[config.mk]
export PLATFORM = sky130hd
export DESIGN_NAME = socdebug_stream_arbiter
export DESIGN_NICKNAME = d
export VERILOG_FILES = /design/src/rtl/socdebug_stream_arbiter.sv
export SDC_FILE = /design/constraint.sdc
export NUM_CORES = 1
export LEC_CHECK = 0
export BUFFER_PORTS_ARGS = -buffer_cell sky130_fd_sc_hd__buf_2
export CAP_MARGIN = 40
export CORE_MARGIN = 5
export CORE_UTILIZATION = 45
export CTS_CLUSTER_DIAMETER = 80
export DETAILED_ROUTE_END_ITERATION = 10
export PLACE_DENSITY = 0.73
export SETUP_SLACK_MARGIN = 0.1
export SYNTH_ARGS = -nofsm -noshare
export SYNTH_HDL_FRONTEND = slang
export SYNTH_SLANG_ARGS = --single-unit
[constraint.sdc]
create_clock -name clk -period 1.82 [get_ports clk]
set_input_delay 0.091 -clock clk [delete_from_list [all_inputs] [get_ports clk]]
set_output_delay 0.091 -clock clk [all_outputs]
set_load 0.1 [all_outputs]
[src/rtl/socdebug_stream_arbiter.sv]
// Packet-level round-robin arbiter merging NUM_REQ byte streams onto one registered output.
// Optional channel tag byte per grant when SOCDEBUG_ARB_TAG_EN is defined.
module socdebug_stream_arbiter #(
  parameter int         NUM_REQ   = 2,
  parameter int         MAX_BURST = 16,
  parameter logic [7:0] TAG_BASE  = 8'hF0
) (
  input  logic                   clk,
  input  logic                   reset,
  input  logic [NUM_REQ-1:0]     s_tvalid,
  input  logic [8*NUM_REQ-1:0]   s_tdata,
  input  logic [NUM_REQ-1:0]     s_tlast,
  output logic [NUM_REQ-1:0]     s_tready,
  output logic                   m_tvalid,
  output logic [7:0]             m_tdata,
  output logic                   m_tlast,
  input  logic                   m_tready,
  output logic [1:0]             grant_o,
  output logic                   busy_o
);

  localparam logic [1:0] LAST_IDX = 2'(NUM_REQ - 1);

  if (NUM_REQ < 2 || NUM_REQ > 4) begin : g_bad_num_req
    $error("socdebug_stream_arbiter: NUM_REQ must be 2..4");
  end
  if (MAX_BURST < 0 || MAX_BURST > 255) begin : g_bad_max_burst
    $error("socdebug_stream_arbiter: MAX_BURST must be 0..255");
  end
  if (TAG_BASE[1:0] != 2'b00) begin : g_bad_tag_base
    $error("socdebug_stream_arbiter: TAG_BASE low bits must be zero");
  end

`ifdef SOCDEBUG_ARB_TAG_EN
  typedef enum logic [1:0] {ARB_IDLE = 2'd0, ARB_TAG = 2'd1, ARB_XFER = 2'd2} arb_state_t;
`else
  typedef enum logic [1:0] {ARB_IDLE = 2'd0, ARB_XFER = 2'd2} arb_state_t;
`endif

  arb_state_t           state_reg;
  logic [1:0]           ptr_reg;
  logic [1:0]           grant_reg;
  logic [7:0]           burst_cnt_reg;

  logic [7:0]           data_arr [NUM_REQ];
  logic [NUM_REQ-1:0]   grant_hot;
  logic [7:0]           sel_data;
  logic                 sel_valid;
  logic                 sel_last;
  logic [1:0]           pick;
  logic                 free;
  logic                 xfer_ready;
  logic                 s_fire;
  logic                 burst_done;
  logic [7:0]           burst_cnt_next;
  logic [1:0]           ptr_next;

  genvar gi;
  generate
    for (gi = 0; gi < NUM_REQ; gi++) begin : g_req
      assign data_arr[gi]  = s_tdata[8*gi +: 8];
      assign grant_hot[gi] = (grant_reg == 2'(gi));
      assign s_tready[gi]  = xfer_ready & grant_hot[gi];
    end
  endgenerate

  assign free       = !m_tvalid | m_tready;
  // Reset gates ready so an aborted beat never handshakes upstream.
  assign xfer_ready = (state_reg == ARB_XFER) && free && !reset;
  assign sel_valid  = |(s_tvalid & grant_hot);
  assign sel_last   = |(s_tlast & grant_hot);
  assign s_fire     = xfer_ready & sel_valid;

  always_comb begin
    sel_data = '0;
    for (int k = 0; k < NUM_REQ; k++) begin
      if (grant_hot[k]) sel_data = sel_data | data_arr[k];
    end
  end

  // Scan downwards so the requester nearest the pointer overwrites the others.
  always_comb begin
    int idx;
    pick = '0;
    idx  = 0;
    for (int k = NUM_REQ - 1; k >= 0; k--) begin
      idx = int'(ptr_reg) + k;
      if (idx >= NUM_REQ) idx = idx - NUM_REQ;
      if (s_tvalid[idx]) pick = 2'(idx);
    end
  end

  assign burst_cnt_next = (burst_cnt_reg == 8'hFF) ? 8'hFF : burst_cnt_reg + 8'd1;
  assign burst_done     = (MAX_BURST != 0) && (({1'b0, burst_cnt_reg} + 9'd1) == 9'(MAX_BURST));
  assign ptr_next       = (grant_reg == LAST_IDX) ? 2'd0 : grant_reg + 2'd1;

  always_ff @(posedge clk) begin
    if (reset) begin
      state_reg     <= ARB_IDLE;
      ptr_reg       <= '0;
      grant_reg     <= '0;
      burst_cnt_reg <= '0;
      m_tvalid      <= 1'b0;
      m_tdata       <= '0;
      m_tlast       <= 1'b0;
    end else begin
      if (m_tready) m_tvalid <= 1'b0;
      case (state_reg)
        ARB_IDLE: begin
          if (|s_tvalid) begin
            grant_reg     <= pick;
            burst_cnt_reg <= '0;
`ifdef SOCDEBUG_ARB_TAG_EN
            state_reg     <= ARB_TAG;
`else
            state_reg     <= ARB_XFER;
`endif
          end
        end
`ifdef SOCDEBUG_ARB_TAG_EN
        ARB_TAG: begin
          if (free) begin
            m_tvalid  <= 1'b1;
            m_tdata   <= {TAG_BASE[7:2], grant_reg};
            m_tlast   <= 1'b0;
            state_reg <= ARB_XFER;
          end
        end
`endif
        ARB_XFER: begin
          if (s_fire) begin
            m_tvalid      <= 1'b1;
            m_tdata       <= sel_data;
            m_tlast       <= sel_last;
            burst_cnt_reg <= burst_cnt_next;
            if (sel_last || burst_done) begin
              ptr_reg   <= ptr_next;
              state_reg <= ARB_IDLE;
            end
          end
        end
        default: state_reg <= ARB_IDLE;
      endcase
    end
  end

  assign grant_o = grant_reg;
  assign busy_o  = (state_reg != ARB_IDLE);

endmodule

; Word level (Yosys, flattened, before mapping)
; Index checks and enable logic that the tools add are counted.
[word_totals]
register_bits = 24
inputBits = 23
out_inout_bits = 15
word_cells = 72
[op_classes]
n_addsub = 6
n_lt_le_gt_ge = 4
eq_ne = 7
n_mux = 24
bitwise = 7
n_reduce_logical = 17
[op_table]
columns = op, n
row1 = $lt 32x3->1 const B, 2
row2 = $mux 32, 2
row3 = $mux 8, 5
row4 = $pmux 8 s2, 1
row5 = $mux 2, 6
row6 = $add 8x1->9 const B, 1
row7 = $eq 9x5->1 const B, 1
row8 = $mux 1, 9
row9 = $reduce_and 3->1, 3
row10 = $add 8x1->8 const B, 1
row11 = $eq 8x8->1 const B, 1
row12 = $or 8x8->8, 1
row13 = $reduce_or 2->1, 3
row14 = $and 2x2->2, 2
row15 = $logic_not 2->1, 2
row16 = $ne 2x2->1 const B, 2
row17 = $pmux 2 s2, 1
row18 = $reduce_and 2->1, 2
row19 = $reduce_bool 2->1, 2
row20 = $sub 3x2->4 const B, 1
row21 = $add 2x1->3 const B, 1
row22 = $and 1x1->1, 3
row23 = $ge 3x2->1 const B, 1
row24 = $sub 2x2->3 const B, 1
row25 = other kinds (9), 11

; Longest topological paths before layout
[depth]
word_depth = 8
depth_mapped = 7
depth_no_buf = 6

; Worst setup path before layout
; No wires, ideal clock.
[synth_timing]
path_type = register to output
startpoint = reg state_reg[1]
endpoint = out s_tready[0]
arrival_time_ns = 2.857
t_required_ns = 1.729
slack_ns = -1.128
path_stages_with_launch = 4
path_buffers = 0
path_cell_list = dfxtp_1 > nor3b_2 > and2_1 > nor2b_1
[synth_via]
elab_chain_cells = 4
[synth_rtl]
columns = element, line_no
row1 = "start, declared", 40  ; arb_state_t state_reg;
row2 = "start signal, assigned", 99  ; state_reg <= ARB_IDLE;
row3 = "start signal, assigned", 116  ; state_reg <= ARB_XFER;
row4 = "start signal, assigned", 138  ; state_reg <= ARB_IDLE;
row5 = $eq 2x2->1, 69  ; assign xfer_ready = (state_reg == ARB_XFER) && free && !reset;
row6 = $logic_and 1x1->1 (2 in series), 69
row7 = $and 1x1->1, 63  ; assign s_tready[gi] = xfer_ready & grant_hot[gi];
row8 = "end, declared", 13  ; output logic [NUM_REQ-1:0] s_tready,
; No other way between the ends.

; Worst setup path after layout
[layout_timing]
startpoint = reg burst_cnt_reg[6]
endpoint = reg state_reg[1]
[layout_via]
elab_chain_cells = 5
[layout_rtl]
columns = element, line_no
row1 = "start, declared", 43  ; logic [7:0] burst_cnt_reg;
row2 = "start signal, assigned", 135  ; burst_cnt_reg <= burst_cnt_next;
row3 = $add 8x1->9, 94  ; assign burst_done = (MAX_BURST != 0) && (({1'b0, burst_cnt_reg} + 9'd1) == 9'(MAX_BURST));
row4 = $eq 9x5->1, 94
row5 = $logic_or 1x1->1, 136  ; if (sel_last || burst_done) begin
row6 = $ne 2x1->1 (no source line), n/a
row7 = $reduce_and 3->1 (no source line), n/a
row8 = "end signal, assigned", 99
row9 = "end signal, assigned", 138
row10 = "end signal, assigned", 142  ; default: state_reg <= ARB_IDLE;
; No other way between the ends.
; A chain may end at the register's enable or synchronous reset.

==> impl_summary.md <==
Worst setup path
In this run the critical register-to-register path is captured at state_reg[1]. Broken down by cell family, the worst path's largest delay share belongs to simple AND/OR/NAND/NOR gates. The setup slack of the most critical reg-to-reg path is between 0.04 and 0.05 ns. The type of destination of the critical path is a flop. The maximum fanout along the worst path is 5. The count of buffer and inverter cells on the critical path is 0. Counting cells, the worst reg-to-reg path comes to 5. The worst reg2reg path startpoint is burst_cnt_reg[6].

The endpoint arrival time on the critical path is 2.01 ns. The critical path launch point type is a flop. Walking the worst path, the cells encountered are nand4_1 -> nor4_4 -> o22ai_1 -> or4_4 -> a31o_1.

The path type of the worst setup path is reg2reg. The cell with the largest stage delay on the worst path is sky130_fd_sc_hd__or4_4. The peak per-stage delay on the critical path is between 0.4 and 0.5 ns. For the worst setup path, the data required time is 2.05 ns.

Timing
After layout, the minimum clock period comes to about 1.8 ns. Dividing the final minimum period by the clock period gives 0.976. The tightest hold path in the finished design has a slack of about 0.06 ns. The transition at the pin with the smallest max-transition slack is slightly below 0.5 ns. Setup violations remaining at the end of the flow were counted as 0. Setup repair after global routing could not meet its margin everywhere. The final hold violation count is 0. The clock arrives with between 0.005 and 0.006 ns of skew. The count of final max-slew check failures was 0.

After routing, the total negative slack on setup checks comes to 0 ns. Headroom to the max-slew limit came out at 0.673. For this run, the top clock speed supported by timing is 563 MHz.

Logic synthesis
Sorting the synthesized cells by area gives the leading types as sky130_fd_sc_hd__dfxtp_1, sky130_fd_sc_hd__a21oi_1, sky130_fd_sc_hd__mux2i_1. The share of synthesized area in the top cell type comes to 0.377. The cell count after synthesis is 155.

After synthesis the cells add up to 1220 µm². The library cell occupying the most area in the post-synthesis netlist is sky130_fd_sc_hd__dfxtp_1. The sequential share of the synthesized area is 0.377. The post-synth net total is between 150 and 200. In this run, synthesis produced a sequential element count of 23.

The netlist uses 30 different library cells. For this run, the number of Yosys warnings is 0. A synthesized cell averages 7.88 µm².

GRT
The initial antenna violation count was 0. The largest net degree at the start of global routing is 24. The first global-routing pass estimated approximately 5400 µm of wire.

In the global route stage, met3 resource usage came out at 0.0186. The number of global-route vias before repair is 1,201. For met1 alone, demand over resource in global routing was 0.229. For met2 alone, demand over resource in global routing was 0.343. In this run the most used layer during global routing was met2.

The overall track demand over capacity in global routing is 0.191. The remaining global-route overflow is 0.

Floorplanning
The die outline area is about 3900 µm². The core area is around 2500 µm². The number of standard-cell rows in the floorplan is 18.

The initial utilization of the core area, before any placement, comes to 0.480. The I/O pin count is 38. The die extent in y is between 60 and 70 µm.

The overall die width is between 60 and 70 µm.

Pwr
The internal power consumption is 0.711 mW. Across the VDD grid, the largest voltage drop is roughly 0.00050 V. Power spread over the standard cell area amounts to around 700 nW/µm². The static leakage power is 0.697 nW. The part of the power in the clock network is 0.220. In this run the power spent charging and discharging nets is around 0.42 mW. The sequential share of power is 0.478.

Of the total power, the share spent switching nets is 0.373. The share of total power dissipated in combinational logic is 0.302.

CTS
The hold buffer count at cts is 0. The clock transition time at the flip-flop clock pins of the worst setup and hold paths is 0.13 ns. TritonCTS built the clock tree. The tree is rooted in a sky130_fd_sc_hd__clkbuf_4. CTS built an H-tree with a depth of 1. The later pin in the worst-skew pair is clocked with a latency of around 0.33 ns. The number of buffers on the longest clock path is 2.

Buffers inserted during clock tree synthesis total 3. The clock net sink count is 23.

Flow run
The tool flagged a number of max-cap violations equal to 0.

Placed design
The congestion estimate from routability-driven global placement came to approximately 0.94. Once detailed placement completed, the half-perimeter wirelength came to 2490 µm. The number of port buffers is 37. The total placed cells including tap cells is approximately 230.

Cells and area
The post-layout net count is roughly 230. The repair_antennas step left the layout with diodes totalling 0. The share of the core filled with cells is 0.640. The synthesis-to-finish area growth is 33.4%. In the final layout, the share of cells above drive strength 1 is 0.388. The final non-filler cell total is approximately 230. In the layout the commonest cells are sky130_fd_sc_hd__buf_2, sky130_fd_sc_hd__a21oi_1, sky130_fd_sc_hd__nor2_1, sky130_fd_sc_hd__nor3_1, sky130_fd_sc_hd__dfxtp_1. Leaving out fill and tap cells, the most frequent cell in the layout is sky130_fd_sc_hd__buf_2.

Status
The run finished with clean final reports.

Route
The first TritonRoute pass finished after 4 iterations. For this block, the initial DRC count from the detailed router was 54. After detailed routing, the average wire length per cell comes to about 15 µm. Once detail routing completed, the nets flagged for antenna violations numbered 0. In the routed layout, each cell is associated on average with a via count of ~5.7.

The aggregate routed wire length is 3550 µm. The count of vias placed by the detailed router is roughly 1,300. The remaining design rule violation count is 0.

Hold path
The min-delay analysis places its worst path in the category in2reg. The depth of the worst hold-timing path is 3. The end of the worst hold path is grant_o[0]. The source of the worst hold timing path is s_tvalid[1].
## worst max path at each step
stage / from / end / slack, ns / depth (start not counted)
4_1_cts: burst_cnt_reg[0] / state_reg[1] / 0.04 / 6
6_report: burst_cnt_reg[6] / state_reg[1] / 0.04 / 5
2_1_floorplan: state_reg[1] / state_reg[1] / -0.12 / 6
5_1_grt: burst_cnt_reg[6] / state_reg[1] / -0.005 / 5
3_3_place_gp: burst_cnt_reg[0] / state_reg[1] / 0.004 / 6
3_5_place_dp: burst_cnt_reg[0] / state_reg[1] / -0.07 / 6
## cell usage after synthesis
| master | count |
|---|---|
| sky130_fd_sc_hd__mux2i_1 | 11 |
| sky130_fd_sc_hd__clkbuf_1 | 5 |
| sky130_fd_sc_hd__and3_1 | 7 |
| sky130_fd_sc_hd__mux2_1 | 1 |
| sky130_fd_sc_hd__nand2_1 | 5 |
| sky130_fd_sc_hd__inv_1 | 4 |
| sky130_fd_sc_hd__nand4_1 | 1 |
| sky130_fd_sc_hd__ha_1 | 2 |
| sky130_fd_sc_hd__or3_1 | 1 |
| sky130_fd_sc_hd__or2_2 | 1 |
| sky130_fd_sc_hd__nor3_1 | 16 |
| sky130_fd_sc_hd__buf_2 | 1 |
| sky130_fd_sc_hd__a31oi_1 | 1 |
| sky130_fd_sc_hd__a31o_1 | 1 |
| sky130_fd_sc_hd__nor4_1 | 2 |
| sky130_fd_sc_hd__nor2b_1 | 3 |
| sky130_fd_sc_hd__buf_4 | 2 |
| sky130_fd_sc_hd__nand2b_1 | 3 |
| sky130_fd_sc_hd__dfxtp_1 | 23 |
| sky130_fd_sc_hd__xnor2_1 | 1 |
| sky130_fd_sc_hd__a22oi_1 | 1 |
| sky130_fd_sc_hd__nor3b_2 | 1 |
| sky130_fd_sc_hd__o21ai_0 | 9 |
| sky130_fd_sc_hd__a21oi_1 | 24 |
| sky130_fd_sc_hd__o211ai_1 | 1 |
| sky130_fd_sc_hd__o22ai_1 | 1 |
| sky130_fd_sc_hd__or4_4 | 1 |
| sky130_fd_sc_hd__nand3_1 | 4 |
| sky130_fd_sc_hd__nor2_1 | 17 |
| sky130_fd_sc_hd__and2_1 | 5 |
## per-layer routing
metal / vias up / share of wire
li1: 648 / -
met1: 630 / 0.43
met2: 29 / 0.51
met3: 5 / 0.042
met4: 0 / 0.017
met5: - / 0
## timing repair
action,4_1_cts,5_1_grt
pin swaps,1,3
buffers inserted,0,1
resized for setup,8,13
setup endpoints to repair,4,6
## final cells by class
cell class | count | area (µm²)
clock buffer | 3 | 22.5
clock inverter | 1 | 5.00
fill | 234 | 916
inverter | 4 | 15.0
multi-input combinational | 120 | 776
sequential | 23 | 477
tap | 30 | 37.5
timing repair buffer | 50 | 297
## worst min-delay path, delay by kind of cell
| kind | cells | cell delay (ns) |
|---|---|---|
| buf+inv | 1 | 0.12 |
| compound gates | 2 | 0.15 |
## stage by stage
stage / power (mW) / cell area [µm²] / setup slack (ns)
finish: 1.13 / 1630 / 0.0435
global route: 1.19 / 1630 / -0.00486
CTS: 1.13 / 1580 / 0.0410
detailed placement: 0.879 / 1520 / -0.0651
global placement: 0.871 / 1520 / 0.00362
floorplan: 0.797 / 1250 / -0.121
## kinds of logic after synthesis
group,Yosys count,synth area share
DFF,23,0.377
and+or+nand+nor,67,0.287
xor gates and xnor gates,1,0.00717
muxes,12,0.0994
buffers and inverters,12,0.0440
adders and majority gates,2,0.0205
AOI/OAI and AO/OA,38,0.165
## power by group through the flow
| stage | combinational, mW | sequential [mW] | clock (mW) |
|---|---|---|---|
| after global placement | 0.322 | 0.549 | 0 |
| after floorplan | 0.135 | 0.662 | 0 |
| final | 0.342 | 0.541 | 0.250 |
| after CTS | 0.331 | 0.541 | 0.259 |
| after detailed placement | 0.327 | 0.551 | 0 |
| after global routing | 0.362 | 0.545 | 0.288 |
No activity file was read; power rests on OpenSTA's default activity.
